File: src/rtl/riscv_hazard_ctrl_if.sv
// Hazard-controller port bundle: ID-stage operand/destination info and EX branch resolution in;
// stall/bubble/flush, EX forward selects and perf counters out.
interface riscv_hazard_ctrl_if #(
    parameter int REG_AW = 5,
    parameter int CNT_W  = 32
);
    logic              id_valid;
    logic [REG_AW-1:0] id_rs1;
    logic [REG_AW-1:0] id_rs2;
    logic              id_use_rs1;
    logic              id_use_rs2;
    logic [REG_AW-1:0] id_rd;
    logic              id_RegWrite;
    logic              id_MemRead;
    logic              ex_branch_taken;

    logic              pc_stall;
    logic              ifid_stall;
    logic              idex_bubble;
    logic              flush;
    logic [1:0]        fwdA;
    logic [1:0]        fwdB;
    logic [CNT_W-1:0]  stall_cnt;
    logic [CNT_W-1:0]  flush_cnt;
    logic [CNT_W-1:0]  retire_cnt;

    modport master (
        output id_valid, id_rs1, id_rs2, id_use_rs1, id_use_rs2, id_rd,
               id_RegWrite, id_MemRead, ex_branch_taken,
        input  pc_stall, ifid_stall, idex_bubble, flush, fwdA, fwdB,
               stall_cnt, flush_cnt, retire_cnt
    );

    modport slave (
        input  id_valid, id_rs1, id_rs2, id_use_rs1, id_use_rs2, id_rd,
               id_RegWrite, id_MemRead, ex_branch_taken,
        output pc_stall, ifid_stall, idex_bubble, flush, fwdA, fwdB,
               stall_cnt, flush_cnt, retire_cnt
    );
endinterface

File: src/rtl/riscv_hazard_ctrl.sv
// Hazard/forwarding controller for the 5-stage core; define HAZARD_PERF_EN for saturating perf counters.
// Outputs are combinational from tracker/FSM state plus ID inputs; the block issues stalls and receives none.
module riscv_hazard_ctrl #(
    parameter int REG_AW       = 5,
    parameter int LOAD_LATENCY = 1,
    parameter int FLUSH_CYCLES = 2,
    parameter int CNT_W        = 32
) (
    input  logic               clk,
    input  logic               reset,
    riscv_hazard_ctrl_if.slave hz
);
    typedef enum logic [1:0] {RUN = 2'd0, LSTALL = 2'd1, FLUSH = 2'd2} state_t;

    typedef struct packed {
        logic              vld;
        logic [REG_AW-1:0] rd;
        logic              reg_write;
        logic              mem_read;
    } slot_t;

    localparam int LL_INIT = (LOAD_LATENCY > 1) ? LOAD_LATENCY - 2 : 0;
    localparam int FL_INIT = (FLUSH_CYCLES > 1) ? FLUSH_CYCLES - 2 : 0;

    state_t            state_q, state_d;
    logic [2:0]        cnt_q, cnt_d;
    slot_t             ex_q, ex_d, mem_q, mem_d, wb_q, wb_d;
    logic [REG_AW-1:0] ex_rs1_q, ex_rs1_d, ex_rs2_q, ex_rs2_d;

    logic       branch, load_use;
    logic       stall_now, flush_now, flush_entry;
    logic [1:0] fwd_a, fwd_b;

    assign branch   = ex_q.vld && hz.ex_branch_taken;
    assign load_use = ex_q.vld && ex_q.mem_read && (ex_q.rd != '0) && hz.id_valid &&
                      ((hz.id_use_rs1 && (hz.id_rs1 == ex_q.rd)) ||
                       (hz.id_use_rs2 && (hz.id_rs2 == ex_q.rd)));

    // A taken branch wins over load-use: the stalled ID instruction is wrong-path anyway.
    always_comb begin
        state_d     = state_q;
        cnt_d       = cnt_q;
        stall_now   = 1'b0;
        flush_now   = 1'b0;
        flush_entry = 1'b0;
        case (state_q)
            RUN: begin
                if (branch) begin
                    flush_now   = 1'b1;
                    flush_entry = 1'b1;
                    if (FLUSH_CYCLES > 1) begin
                        state_d = FLUSH;
                        cnt_d   = 3'(FL_INIT);
                    end
                end else if (load_use) begin
                    stall_now = 1'b1;
                    if (LOAD_LATENCY > 1) begin
                        state_d = LSTALL;
                        cnt_d   = 3'(LL_INIT);
                    end
                end
            end
            LSTALL: begin
                stall_now = 1'b1;
                if (cnt_q == 3'd0) state_d = RUN;
                else               cnt_d   = cnt_q - 3'd1;
            end
            FLUSH: begin
                flush_now = 1'b1;
                if (cnt_q == 3'd0) state_d = RUN;
                else               cnt_d   = cnt_q - 3'd1;
            end
            default: begin
                state_d = RUN;
                cnt_d   = 3'd0;
            end
        endcase
    end

    // Invalid EX slots also clear their source fields so they can never match a forward.
    always_comb begin
        wb_d     = mem_q;
        mem_d    = ex_q;
        ex_d     = '0;
        ex_rs1_d = '0;
        ex_rs2_d = '0;
        if (hz.id_valid && !stall_now && !flush_now) begin
            ex_d     = '{vld: 1'b1, rd: hz.id_rd, reg_write: hz.id_RegWrite, mem_read: hz.id_MemRead};
            ex_rs1_d = hz.id_rs1;
            ex_rs2_d = hz.id_rs2;
        end
    end

    function automatic logic [1:0] fwd_sel(input logic [REG_AW-1:0] rs, input slot_t mem, input slot_t wb);
        if (mem.vld && mem.reg_write && !mem.mem_read && (mem.rd != '0) && (mem.rd == rs)) return 2'b10;
        if (wb.vld && wb.reg_write && (wb.rd != '0) && (wb.rd == rs))                      return 2'b01;
        return 2'b00;
    endfunction

    always_comb begin
        fwd_a = fwd_sel(ex_rs1_q, mem_q, wb_q);
        fwd_b = fwd_sel(ex_rs2_q, mem_q, wb_q);
    end

    always_ff @(posedge clk) begin
        if (reset) begin
            state_q  <= RUN;
            cnt_q    <= 3'd0;
            ex_q     <= '0;
            mem_q    <= '0;
            wb_q     <= '0;
            ex_rs1_q <= '0;
            ex_rs2_q <= '0;
        end else begin
            state_q  <= state_d;
            cnt_q    <= cnt_d;
            ex_q     <= ex_d;
            mem_q    <= mem_d;
            wb_q     <= wb_d;
            ex_rs1_q <= ex_rs1_d;
            ex_rs2_q <= ex_rs2_d;
        end
    end

    assign hz.pc_stall    = stall_now;
    assign hz.ifid_stall  = stall_now;
    assign hz.idex_bubble = stall_now;
    assign hz.flush       = flush_now;
    assign hz.fwdA        = fwd_a;
    assign hz.fwdB        = fwd_b;

`ifdef HAZARD_PERF_EN
    logic [CNT_W-1:0] stall_cnt_q, stall_cnt_d;
    logic [CNT_W-1:0] flush_cnt_q, flush_cnt_d;
    logic [CNT_W-1:0] retire_cnt_q, retire_cnt_d;

    // Counters stick at all-ones rather than wrapping.
    always_comb begin
        stall_cnt_d  = stall_cnt_q;
        flush_cnt_d  = flush_cnt_q;
        retire_cnt_d = retire_cnt_q;
        if (stall_now && (stall_cnt_q != '1))    stall_cnt_d  = stall_cnt_q + CNT_W'(1);
        if (flush_entry && (flush_cnt_q != '1))  flush_cnt_d  = flush_cnt_q + CNT_W'(1);
        if (wb_q.vld && (retire_cnt_q != '1))    retire_cnt_d = retire_cnt_q + CNT_W'(1);
    end

    always_ff @(posedge clk) begin
        if (reset) begin
            stall_cnt_q  <= '0;
            flush_cnt_q  <= '0;
            retire_cnt_q <= '0;
        end else begin
            stall_cnt_q  <= stall_cnt_d;
            flush_cnt_q  <= flush_cnt_d;
            retire_cnt_q <= retire_cnt_d;
        end
    end

    assign hz.stall_cnt  = stall_cnt_q;
    assign hz.flush_cnt  = flush_cnt_q;
    assign hz.retire_cnt = retire_cnt_q;
`else
    assign hz.stall_cnt  = '0;
    assign hz.flush_cnt  = '0;
    assign hz.retire_cnt = '0;
`endif
endmodule

File: src/flat_wrapper.sv
// flat-port wrapper written by rule: the top's interface ports become plain ports
module riscv_hazard_ctrl_flat 
#(
    parameter int REG_AW       = 5,
    parameter int LOAD_LATENCY = 1,
    parameter int FLUSH_CYCLES = 2,
    parameter int CNT_W        = 32
)
  (clk, reset, hz_id_valid, hz_id_rs1, hz_id_rs2, hz_id_use_rs1, hz_id_use_rs2, hz_id_rd, hz_id_RegWrite, hz_id_MemRead, hz_ex_branch_taken, hz_pc_stall, hz_ifid_stall, hz_idex_bubble, hz_flush, hz_fwdA, hz_fwdB, hz_stall_cnt, hz_flush_cnt, hz_retire_cnt);
  riscv_hazard_ctrl_if #(.REG_AW(REG_AW), .CNT_W(CNT_W)) hz_i ();
  input  logic clk;
  input  logic reset;
  input wire logic [$bits(hz_i.id_valid)-1:0] hz_id_valid;
  input wire logic [$bits(hz_i.id_rs1)-1:0] hz_id_rs1;
  input wire logic [$bits(hz_i.id_rs2)-1:0] hz_id_rs2;
  input wire logic [$bits(hz_i.id_use_rs1)-1:0] hz_id_use_rs1;
  input wire logic [$bits(hz_i.id_use_rs2)-1:0] hz_id_use_rs2;
  input wire logic [$bits(hz_i.id_rd)-1:0] hz_id_rd;
  input wire logic [$bits(hz_i.id_RegWrite)-1:0] hz_id_RegWrite;
  input wire logic [$bits(hz_i.id_MemRead)-1:0] hz_id_MemRead;
  input wire logic [$bits(hz_i.ex_branch_taken)-1:0] hz_ex_branch_taken;
  output wire logic [$bits(hz_i.pc_stall)-1:0] hz_pc_stall;
  output wire logic [$bits(hz_i.ifid_stall)-1:0] hz_ifid_stall;
  output wire logic [$bits(hz_i.idex_bubble)-1:0] hz_idex_bubble;
  output wire logic [$bits(hz_i.flush)-1:0] hz_flush;
  output wire logic [$bits(hz_i.fwdA)-1:0] hz_fwdA;
  output wire logic [$bits(hz_i.fwdB)-1:0] hz_fwdB;
  output wire logic [$bits(hz_i.stall_cnt)-1:0] hz_stall_cnt;
  output wire logic [$bits(hz_i.flush_cnt)-1:0] hz_flush_cnt;
  output wire logic [$bits(hz_i.retire_cnt)-1:0] hz_retire_cnt;
  assign hz_i.id_valid = hz_id_valid;
  assign hz_i.id_rs1 = hz_id_rs1;
  assign hz_i.id_rs2 = hz_id_rs2;
  assign hz_i.id_use_rs1 = hz_id_use_rs1;
  assign hz_i.id_use_rs2 = hz_id_use_rs2;
  assign hz_i.id_rd = hz_id_rd;
  assign hz_i.id_RegWrite = hz_id_RegWrite;
  assign hz_i.id_MemRead = hz_id_MemRead;
  assign hz_i.ex_branch_taken = hz_ex_branch_taken;
  assign hz_pc_stall = hz_i.pc_stall;
  assign hz_ifid_stall = hz_i.ifid_stall;
  assign hz_idex_bubble = hz_i.idex_bubble;
  assign hz_flush = hz_i.flush;
  assign hz_fwdA = hz_i.fwdA;
  assign hz_fwdB = hz_i.fwdB;
  assign hz_stall_cnt = hz_i.stall_cnt;
  assign hz_flush_cnt = hz_i.flush_cnt;
  assign hz_retire_cnt = hz_i.retire_cnt;
  riscv_hazard_ctrl #(.REG_AW(REG_AW), .LOAD_LATENCY(LOAD_LATENCY), .FLUSH_CYCLES(FLUSH_CYCLES), .CNT_W(CNT_W)) u_core (.clk(clk), .reset(reset), .hz(hz_i));
endmodule
File: config.mk
export PLATFORM = sky130hd
export DESIGN_NAME = riscv_hazard_ctrl_flat
export DESIGN_NICKNAME = d
export VERILOG_FILES = /design/src/rtl/riscv_hazard_ctrl_if.sv /design/src/rtl/riscv_hazard_ctrl.sv /design/src/flat_wrapper.sv
export SDC_FILE = /design/constraint.sdc
export NUM_CORES = 1
export LEC_CHECK = 0
export CAP_MARGIN = 20
export CORE_MARGIN = 4
export CORE_UTILIZATION = 25
export CTS_CLUSTER_SIZE = 12
export DETAILED_ROUTE_END_ITERATION = 8
export PLACE_DENSITY_LB_ADDON = 0.3
export SETUP_SLACK_MARGIN = 0.4
export SLEW_MARGIN = 25
export SYNTH_ARGS = -nofsm -noshare
export SYNTH_HDL_FRONTEND = slang
export SYNTH_SLANG_ARGS = --single-unit
File: constraint.sdc
create_clock -name clk -period 5.7 [get_ports clk]
set_input_delay 1.14 -clock clk [delete_from_list [all_inputs] [get_ports clk]]
set_output_delay 1.14 -clock clk [all_outputs]
set_load 0.005 [all_outputs]
After elaboration in Yosys (flattened, before gate mapping)
Cells that the tools add are included.

operators by class
  $add $sub $neg = 1
  bitwise gates (word level) = 1
  eq/ne operators = 11
  reductions and logical operators = 31
  muxes and demuxes = 26

operators with widths
  operator               number
  $eq A5 B5 Y1           6
  $mux W2                10
  $logic_and A1 B1 Y1    18
  $reduce_bool A5 Y1     3
  $mux W1                9
  $mux W8                1
  $mux W3                2
  $pmux W3 S2            1
  $ne A2 B1 Y1 const B   2
  $pmux W1 S2            2
  $pmux W2 S2            1
  $reduce_and A2 Y1      2
  $reduce_or A2 Y1       2
  $logic_not A1 Y1       3
  $logic_not A3 Y1       1
  $sub A3 B1 Y3 const B  1
  $eq A2 B1 Y1 const B   1
  $eq A2 B2 Y1 const B   1
  $logic_not A2 Y1       1
  $ne A2 B2 Y1 const B   1
  $logic_or A1 B1 Y1     1
  $not A1 Y1             1

storage, ports and cells
  bits in registers = 38

Longest topological paths before layout
  depth after elaboration = 12
  gate-level depth with buffers = 6
  gate-level depth less buffers = 6

Least setup slack after synthesis
OpenSTA, ideal clock, no wires.

  path type = input-to-output
  start = input port hz_id_rs2[0]
  end = output port hz_ifid_stall
  arrival = 2.250 ns
  cell stages on the path = 6
  slack = 2.310 ns
  data required time = 4.560 ns
  cells stage by stage = xnor2_1 nand4_1 o22ai_2 buf_4 and2_1 buf_4

between the ends
  longest elaborated chain between the ends = 7

RTL lines
  item                 RTL line                 RTL
  start, declared      flat_wrapper.sv:15       input wire logic [$bits(hz_i.id_rs2)-1:0] hz_id_rs2;
  $eq A5 B5 Y1         riscv_hazard_ctrl.sv:37  (hz.id_use_rs2 && (hz.id_rs2 == ex_q.rd)));
  $logic_and A1 B1 Y1  riscv_hazard_ctrl.sv:37
  $logic_or A1 B1 Y1   riscv_hazard_ctrl.sv:36  ((hz.id_use_rs1 && (hz.id_rs1 == ex_q.rd)) ||
  $logic_and A1 B1 Y1  riscv_hazard_ctrl.sv:35  assign load_use = ex_q.vld && ex_q.mem_read && (ex_q.rd != '0) && hz.id_valid &&
  $mux W1              riscv_hazard_ctrl.sv:55  end else if (load_use) begin
  $mux W1              riscv_hazard_ctrl.sv:48  if (branch) begin
  $pmux W1 S2          riscv_hazard_ctrl.sv:46  case (state_q)
  end, declared        flat_wrapper.sv:23       output wire logic [$bits(hz_i.ifid_stall)-1:0] hz_ifid_stall;

Every way passes these cells.

Worst setup path after layout
  start = input port hz_ex_branch_taken
  end = output port hz_ifid_stall

between the ends
  longest elaborated chain between the ends = 3

RTL lines
  item                 RTL line                 RTL
  start, declared      flat_wrapper.sv:21       input wire logic [$bits(hz_i.ex_branch_taken)-1:0] hz_ex_branch_taken;
  $logic_and A1 B1 Y1  riscv_hazard_ctrl.sv:34  assign branch = ex_q.vld && hz.ex_branch_taken;
  $mux W1              riscv_hazard_ctrl.sv:48
  $pmux W1 S2          riscv_hazard_ctrl.sv:46

Every way passes these cells.

==> run metrics <==
hold_ws=0.439 ns; Max Fanout on Critical Path=19; Row Count=35; die width=106 microns; io pins=127; Final #Nets=324; CP Cell Sequence=clkdlybuf4s50_1, nor4_4, buf_4, and2_1, clkdlybuf4s50_1; most used cell, CP=clkdlybuf4s50_1; Fmax achieved=0.244 GHz; Vias per Instance=3.30; Ant. Diodes=0; clock root buffer=clkbuf_8; endpoint type of the worst setup path=primary output; compound-cell area share of the yosys netlist=10.3%; postcts setup bufs=0; syn_area_per_cell=8.98 sq um; VDD IR max=0.106 mV; initial DRC count=35; sequential fraction of the synthesis area=30.7%; TritonCTS clock tree=built; DR vias=1414; synth unique cells=32; main combinational cell family by area after synthesis=buffers and inverters; initial antenna violation count=0; Place WS=1.58 ns; Synth area leaders=buf_4 31%, dfxtp_1 31%, xnor2_1 7.6%; First-pass DRT Iterations=4; most frequent cells in the layout=96 x conb_1, 37 x dfxtp_1, 30 x clkdlybuf4s50_1, 21 x inv_1, 21 x xnor2_1; Ys Warns=0; Gate Count Post-Synth=269; Synth Area in Adders=1.04%; global-route wire length before repair=6.12 mm; Core Area=0.00933 sq mm; Clk Latency, worst-skew pair=0.28 ns; Slew @ Worst Pin=0.721 ns; status=finished clean; max-slew violation count=0; setup_tns=0 ns; number of max-cap violations=0; final wirelength=4.08 mm; leading cell type in the layout, fill and taps excluded=conb_1; Reg clk slew, reported paths=0.06 ns; average wire per standard cell=9.51 microns; mux contribution to synthesized area=0.466%; final RePlAce weighted congestion=0.730; Setup violations, final=0; htree depth=2; Post-Syn Area=0.00241 sq mm; CTS Buf Count=5; dpl hpwl=3.37 mm; RSZ-0062 raised after global routing=false; GR met3 Demand/Resource=2.31%; crit-path max cell delay=0.52 ns; critical path's slowest cell=clkdlybuf4s50_1; largest net degree at the start of global routing=21; vias in the first global route=1307; Worst setup SP type=input pin; simple-gate share of the synthesized area=10.9%; total power=521 uW; slew margin rel.=51.8%; Final Skew=0.00561 ns; Chip Height=106 microns; Hold Path Class=reg2reg; #FFs+latches synth=37; GRT busiest layer=met2; Final WS setup=1.60 ns; power per cell area=204 mW/mm^2; clock buffer depth=2; drt drc=0; WP data required=4.56 ns; Final Hold Fails=0; GRT Total Usage=7.00%; min cycle time layout=4.10 ns; leading area contributor after synthesis=buf_4; fin crit share=72.0%; Post-CTS Resized=0; leakage power=1.15 nW; Hold Buf Count CTS=0; critical path class=in2out; die area=0.0113 sq mm; antenna-violating nets left=0; starting density of the core=25.9%; share of layout cells above drive strength 1=7.00%; Crit path arrival time=2.96 ns; met1 usage=8.26%; I/O Buffers=30; GRT Residual Overflow=0; global routing usage on met2=11.0%; Clock Sinks=37; Area growth syn-to-layout=5.96%; Synth top area share=30.8%; XOR/XNOR Fraction of Synth Area=11.2%
==> cell type report <==
class                   instances  area (sq um)
flip-flops and latches         37           741
repair buffers                 32           315
clock buffers                   6          72.6
multi-input cells             202          1180
clock inverters                 2          10.0
well taps                     129           161
inverters                      21          78.8
fillers                      1025          6770
==> critical path: cells and delay by family <==
| family | cells | cell delay [ns] |
|---|---|---|
| buf+inv | 3 | 1.31 |
| simple gates | 2 | 0.51 |
==> logic make-up after synthesis <==
family,after synthesis
adders and majority gates,2
muxes,1
AOI/OAI and AO/OA,28
and+or+nand+nor,44
xor gates and xnor gates,31
DFF,37
other,1
buffers and inverters,125
==> registers in the layout (all words and copies together), names as in the netlist <==
signal,cells
u_core.mem_q,8
u_core.wb_q,7
u_core.ex_q,8
u_core.cnt_q,3
u_core.ex_rs1_q,5
u_core.state_q,1
u_core.ex_rs2_q,5
==> path summary, 6_finish.rpt <==
path,startpoint,end,slack (ns),depth (start not counted)
worst max-delay path,hz_ex_branch_taken,hz_ifid_stall,1.60,5
worst max register to register,u_core.ex_q[2],u_core.ex_rs2_q[0],4.00,5
worst min register to register,u_core.ex_q[1],u_core.mem_q[1],0.44,1
worst min-delay path,u_core.ex_q[1],u_core.mem_q[1],0.44,1
==> through the flow <==
step	std cells	cell area (sq um)	util [%]
floorplan	364	2770	-
CTS	429	2560	27.4
finish	429	2560	27.4
global placement	421	2480	26.5
global route	429	2560	27.4
detailed placement	421	2480	26.5
==> synthesized netlist by cell type <==
master      n
a211o_1     1
a211oi_1   10
a211oi_2    8
a21oi_1     3
a22oi_1     2
and2_1      2
buf_2       2
buf_4      99
buf_6       1
clkbuf_1    2
conb_1      1
dfxtp_1    37
ha_1        2
inv_1      21
mux2_2      1
nand2_1     4
nand2b_1    1
nand3_1     4
nand4_1     2
nor2_1      4
nor2_2      1
nor2b_1    16
nor3_1      4
nor4_1      2
nor4_4      1
o2111ai_1   1
o211ai_1    1
o21ai_0     1
o22ai_2     1
or4_1       3
xnor2_1    21
xor2_1     10
==> power by group <==
group / leakage, nW / total (mW) / switching [mW] / internal [mW]
logic: 0.806 / 0.0737 / 0.0405 / 0.0332
clock network: 0.0450 / 0.172 / 0.0870 / 0.0846
registers: 0.302 / 0.276 / 0.00852 / 0.267
==> layer usage <==
metal | vias to the layer above | part of all wire [%]
met2 | 67 | 47
met4 | 0 | 1.6
met3 | 5 | 9.7
met5 | - | 0
li1 | 726 | -
met1 | 616 | 41
Power figures use the tool's default switching activity.
